File: config.mk
export PLATFORM = sky130hd
export DESIGN_NAME = reg_arb_ctrl
export DESIGN_NICKNAME = d
export VERILOG_FILES = /design/src/rtl/reg_arb_pkg.sv /design/src/rtl/rr_arbiter.sv /design/src/rtl/reg_arb_ctrl.sv
export SDC_FILE = /design/constraint.sdc
export NUM_CORES = 2
export LEC_CHECK = 0
export CAP_MARGIN = 20
export CORE_ASPECT_RATIO = 1.25
export CORE_MARGIN = 1.5
export CORE_UTILIZATION = 55
export CTS_BUF_LIST = sky130_fd_sc_hd__clkbuf_4 sky130_fd_sc_hd__clkbuf_8
export DETAILED_ROUTE_END_ITERATION = 12
export HOLD_SLACK_MARGIN = 0.08
export PLACE_DENSITY = 0.75
export SYNTH_ARGS = -nofsm -noshare
export SYNTH_HDL_FRONTEND = slang
export SYNTH_SLANG_ARGS = --single-unit
File: constraint.sdc
create_clock -name clk -period 3.4 [get_ports clk]
set_input_delay 1.02 -clock clk [delete_from_list [all_inputs] [get_ports clk]]
set_output_delay 1.02 -clock clk [all_outputs]
set_load 0.05 [all_outputs]
File: src/rtl/reg_arb_pkg.sv
// Shared constants for the register-file arbiter: FSM encoding, arbitration
// modes and default geometry.
package reg_arb_pkg;

   localparam logic [1:0] ST_IDLE   = 2'd0;
   localparam logic [1:0] ST_ACCESS = 2'd1;
   localparam logic [1:0] ST_ACK    = 2'd2;

   localparam int MODE_FIXED = 0;
   localparam int MODE_RR    = 1;

   localparam int DEF_NCH   = 6;
   localparam int DEF_AW    = 7;
   localparam int DEF_DW    = 16;
   localparam int DEF_DEPTH = 128;

endpackage

File: src/rtl/rr_arbiter.sv
// Combinational one-hot arbiter: round-robin from ptr when mode is set,
// otherwise fixed priority with the lowest index winning.
module rr_arbiter #(
   parameter int NCH = 6,
   parameter int PW  = $clog2(NCH)
) (
   input  logic [NCH-1:0] req,
   input  logic [PW-1:0]  ptr,
   input  logic           mode,
   output logic [NCH-1:0] grant
);

   localparam logic [PW:0] NCH_W = (PW+1)'(NCH);

   logic [PW:0] w_idx;
   logic        w_found;

   // Walk the channels starting at the search origin, wrapping past NCH-1.
   always_comb begin
      grant   = '0;
      w_found = 1'b0;
      w_idx   = '0;
      for (int off = 0; off < NCH; off++) begin
         w_idx = (mode ? {1'b0, ptr} : '0) + (PW+1)'(off);
         if (w_idx >= NCH_W) begin
            w_idx = w_idx - NCH_W;
         end
         if (!w_found && req[w_idx[PW-1:0]]) begin
            grant[w_idx[PW-1:0]] = 1'b1;
            w_found              = 1'b1;
         end
      end
   end

endmodule

File: src/rtl/reg_arb_ctrl.sv
// Multi-channel register file: one arbitrated transaction at a time, with
// a two-edge request-to-ack handshake held until the requester lets go.
module reg_arb_ctrl
   import reg_arb_pkg::*;
#(
   parameter int NCH   = DEF_NCH,
   parameter int AW    = DEF_AW,
   parameter int DW    = DEF_DW,
   parameter int DEPTH = DEF_DEPTH,
   parameter int MODE  = MODE_RR
) (
   input  logic              clk,
   input  logic              rst,
   input  logic [NCH-1:0]    ch_req,
   input  logic [NCH-1:0]    ch_we,
   input  logic [NCH*AW-1:0] ch_addr,
   input  logic [NCH*DW-1:0] ch_din,
   output logic [NCH-1:0]    ch_ack,
   output logic [NCH-1:0]    ch_err,
   output logic [DW-1:0]     rd_data,
   output logic              wr_pulse,
   output logic [AW-1:0]     wr_addr,
   output logic [DW-1:0]     wr_data
);

   localparam int            PW      = $clog2(NCH);
   localparam int            IW      = (DEPTH > 1) ? $clog2(DEPTH) : 1;
   localparam logic [AW:0]   DEPTH_W = (AW+1)'(DEPTH);
   localparam logic [PW-1:0] LAST_CH = PW'(NCH-1);

   logic [1:0]     r_state;
   logic [PW-1:0]  r_ptr;
   logic [PW-1:0]  r_gidx;
   logic           r_we;
   logic [AW-1:0]  r_addr;
   logic [DW-1:0]  r_din;
   logic [NCH-1:0] r_ack;
   logic [NCH-1:0] r_err;
   logic [DW-1:0]  r_rdData;
   logic           r_wrPulse;
   logic [AW-1:0]  r_wrAddr;
   logic [DW-1:0]  r_wrData;
   logic [DW-1:0]  r_mem [DEPTH];

   logic [NCH-1:0] w_grant;
   logic [PW-1:0]  w_gidx;
   logic           w_we;
   logic [AW-1:0]  w_addr;
   logic [DW-1:0]  w_din;
   logic           w_inRange;

   rr_arbiter #(
      .NCH (NCH),
      .PW  (PW)
   ) u_arb (
      .req   (ch_req),
      .ptr   (r_ptr),
      .mode  (MODE == MODE_RR),
      .grant (w_grant)
   );

   always_comb begin
      w_gidx = '0;
      w_we   = 1'b0;
      w_addr = '0;
      w_din  = '0;
      for (int i = 0; i < NCH; i++) begin
         if (w_grant[i]) begin
            w_gidx = PW'(i);
            w_we   = ch_we[i];
            w_addr = ch_addr[i*AW +: AW];
            w_din  = ch_din[i*DW +: DW];
         end
      end
   end

   assign w_inRange = ({1'b0, r_addr} < DEPTH_W);

   // Registers are cleared by reset, so a reset coinciding with a commit drops the write.
   always_ff @(posedge clk) begin
      if (rst) begin
         for (int i = 0; i < DEPTH; i++) begin
            r_mem[i] <= '0;
         end
      end else if (r_state == ST_ACCESS && r_we && w_inRange) begin
         r_mem[r_addr[IW-1:0]] <= r_din;
      end
   end

   always_ff @(posedge clk) begin
      if (rst) begin
         r_state   <= ST_IDLE;
         r_ptr     <= '0;
         r_gidx    <= '0;
         r_we      <= 1'b0;
         r_addr    <= '0;
         r_din     <= '0;
         r_ack     <= '0;
         r_err     <= '0;
         r_rdData  <= '0;
         r_wrPulse <= 1'b0;
         r_wrAddr  <= '0;
         r_wrData  <= '0;
      end else begin
         r_wrPulse <= 1'b0;
         r_wrAddr  <= '0;
         r_wrData  <= '0;
         case (r_state)
            ST_IDLE: begin
               if (|ch_req) begin
                  r_gidx  <= w_gidx;
                  r_we    <= w_we;
                  r_addr  <= w_addr;
                  r_din   <= w_din;
                  r_state <= ST_ACCESS;
               end
            end
            ST_ACCESS: begin
               r_ack <= NCH'(1) << r_gidx;
               if (w_inRange) begin
                  if (r_we) begin
                     r_wrPulse <= 1'b1;
                     r_wrAddr  <= r_addr;
                     r_wrData  <= r_din;
                  end else begin
                     r_rdData <= r_mem[r_addr[IW-1:0]];
                  end
               end else begin
                  r_err    <= NCH'(1) << r_gidx;
                  r_rdData <= '0;
               end
               r_state <= ST_ACK;
            end
            ST_ACK: begin
               // Round-robin resumes just past the channel that was served.
               if (!ch_req[r_gidx]) begin
                  r_ack    <= '0;
                  r_err    <= '0;
                  r_rdData <= '0;
                  r_ptr    <= (r_gidx == LAST_CH) ? '0 : r_gidx + PW'(1);
                  r_state  <= ST_IDLE;
               end
            end
            default: r_state <= ST_IDLE;
         endcase
      end
   end

   assign ch_ack   = r_ack;
   assign ch_err   = r_err;
   assign rd_data  = r_rdData;
   assign wr_pulse = r_wrPulse;
   assign wr_addr  = r_wrAddr;
   assign wr_data  = r_wrData;

endmodule

==> impl_metrics.ini <==
[worst_setup_path]
crit_path_max_fanout = 15
worstSetupEndpointType = flop
setup.worst_path.class = reg -> reg
cp_common_cell = mux4_2
arrival_ps = 4330
crit_slowest_cell = mux4_2
start_kind = flop
worst_path_largest_cell_delay_ps = 610
cp.required_ps = 4280
path_cells = buf_12 > buf_16 > buf_16 > mux4_2 > mux4_2 > mux4_2 > mux2i_1 > nor2_1 > a21oi_1 > nor2_1

[route]
first_iter_violations = 6961
routed_wl_mm = 270
avgRoutedWirePerCell_microns = 29.2
postRouteAntennaNets = 0
drc = 0
vias_per_cell = 6.15
via_count = 56900
firstDrtPassIters = 6

[global_route]
track_usage_pct = 29.7
grt_max_degree = 184
grt_pass1_vias = 56800
grt_pass1_wl_mm = 389
antenna_found_initial = 23
gr-total-overflow = 0

[timing]
skew_ps = 64.9
final-setup-viol-count = 1
slew_viol_final = 0
max_freq_mhz = 291
rsz0062_at_grt = yes
hold_viol = 0
min_period_over_period_pct = 101
period_needed_ps = 3440
fin_ws_ps = -41.8
fin_setup_tns_ps = -41.8
max-slew-margin-rel_pct = 19.4
worstMarginPinSlew_ps = 1210

[clocking]
clock_sinks = 2133
htree_levels = 5
path_clk_slew_ps = 60
clk-insertion-delay-late_ps = 1050
cts_root_buf = clkbuf_8
cts_buffers = 328
clockBufferDepth = 4
cts_tree = yes

[flow_run]
maxCapViolCount = 0

[placed_design]
postPlaceCellArea_sq_mm = 0.106
hpwl_mm = 174
io_buffers = 197
dp_worst_setup_slack_ps = -707
dp.cells = 8640
gp_congestion = 0.928

[layout]
nFillCells = 12200
fin_nets = 6821
final_layout_size_suffix_gt1_share_pct = 28.2
final_common_cell = and2_1
multi_input_area_sq_mm = 0.0328
fin_area_sq_mm = 0.113
synthToLayoutAreaGrowth_pct = 15.1
final_cell_mix = and2_1 (2074), edfxtp_1 (2048), mux4_2 (676)
layoutNonFillerInstCount = 9258
seq_area_sq_mm = 0.0633
utilization_pct = 63.7

[floorplan]
die_x_microns = 381
start_util_pct = 55.3
coreArea_sq_mm = 0.177
fp.dieH_microns = 475
io_pins = 204
dieArea_sq_mm = 0.181
rows = 173

[synthesis]
synth.ff_latch_count = 2133
synth.avg_cell_area_sq_um = 15.9
ys_async_sr_fraction_pct = 0
seq_area_frac_synth_pct = 64.4
syn_area_sq_mm = 0.0982
synth-edff-count = 2048
synth_cell_types = 74
synth_cells = 6167
synth_warnings = 0
synthFlopType = edfxtp_1

[power]
cellPowerDensity_mw_per_mm2 = 632
leakagePower_uw = 0.0407
irDropWorstVdd_mv = 0.735

[status]
status = finished, violations left
violations = setup timing

[worst_hold_path]
hold_class = reg -> reg
-- power breakdown --
part	leakage, uW	internal (uW)	switching [uW]
logic	0.0156	8310	10800
registers	0.0218	29800	1970
clock network	0.00327	10800	9820
total	0.0407	48900	22500
-- path summary, 6_finish.rpt --
check	from	endpoint	slack, ps	depth (start not counted)
max	flop	rd_data[0]$_SDFFE_PP0P_	-40	10
max reg2reg	flop	rd_data[0]$_SDFFE_PP0P_	-40	10
min reg2reg	r_addr[2]$_SDFFE_PP0P_	wr_addr[2]$_SDFF_PN0_	470	1
min	r_addr[2]$_SDFFE_PP0P_	wr_addr[2]$_SDFF_PN0_	470	1
-- sequential cells by signal, summed over array words and instances, names as in the netlist, named ones only --
name,count
ch_ack,6
r_addr,7
r_din,16
r_gidx,3
r_mem,2048
r_ptr,3
r_state,2
r_we,1
rd_data,16
wr_addr,7
wr_data,16
wr_pulse,1
-- cell usage after synthesis, drive strengths merged (5+ instances only) --
master	count	share of area [%]
a22o	23	0.21
buf	88	0.44
a22oi	5	0.062
mux4	676	16
nand3	16	0.087
dfxtp	85	1.7
nor3	5	0.025
mux2i	19	0.19
nor2	186	0.71
and2	2075	13
nor2b	10	0.064
a2bb2oi	24	0.21
a21oi	32	0.16
edfxtp	2048	63
nand2b	5	0.032
mux2	7	0.080
o22ai	50	0.47
o21ai	10	0.055
a211oi	5	0.038
o32ai	24	0.37
nand4	5	0.032
clkbuf	491	1.9
ha	12	0.15
nand2	61	0.24
inv	12	0.046
or2	132	0.84
-- worst max-delay path: cells and delay by family, from the launching register on --
family	cells	cell delay [ps]
buffers and inverters	3	580
AND/OR/NAND/NOR	2	130
flip-flops	1	370
multiplexers	4	2020
AO/OA/AOI/OAI	1	120
-- layout make-up --
| class | count | share of cell area (%) |
|---|---|---|
| Inverter | 12 | 0.0398 |
| Multi-Input combinational cell | 3448 | 29.0 |
| Timing Repair Buffer | 734 | 6.88 |
| Tap cell | 2362 | 2.61 |
| Clock buffer | 448 | 4.90 |
| Clock inverter | 114 | 0.537 |
| Antenna cell | 7 | 0.0155 |
| Sequential cell | 2133 | 56.0 |
-- cells by family (layout without fill, tap and decap cells) --
kind of cell,Yosys count,count (layout),synth area share [%]
flops,2133,2133,64.4
compound gates,210,210,1.93
simple gates,2511,2511,15.4
xor+xnor,7,7,0.0624
mux,702,702,15.8
fa+ha+maj,12,12,0.153
other cells,1,13,0.00382
buf+inv,591,1308,2.36
-- through the flow --
step	hold slack [ps]	total power (uW)
finish	465	71400
global route	412	73200
CTS	380	70800
detailed placement	466	50500
global placement	473	50300
floorplan	479	41500
-- repair_timing --
item | 4_1_cts | 5_1_grt
hold buffers | 0 | 0
resized for setup | 10 | 42
hold endpoints to repair | 0 | 0
cloned | 0 | 10
buffers inserted | 2 | 37
pin swaps | 1 | 1
setup endpoints to repair | 22 | 44
-- layer usage --
layer | up-vias | wire length, microns | GRT usage, %
li1 | 23900 | - | -
met1 | 29400 | 97400 | 37.9
met3 | 575 | 24800 | 5.78
met5 | - | 64 | 0
met2 | 3088 | 135000 | 49.2
met4 | 10 | 13000 | 14.3
Power figures use the tool's default switching activity.
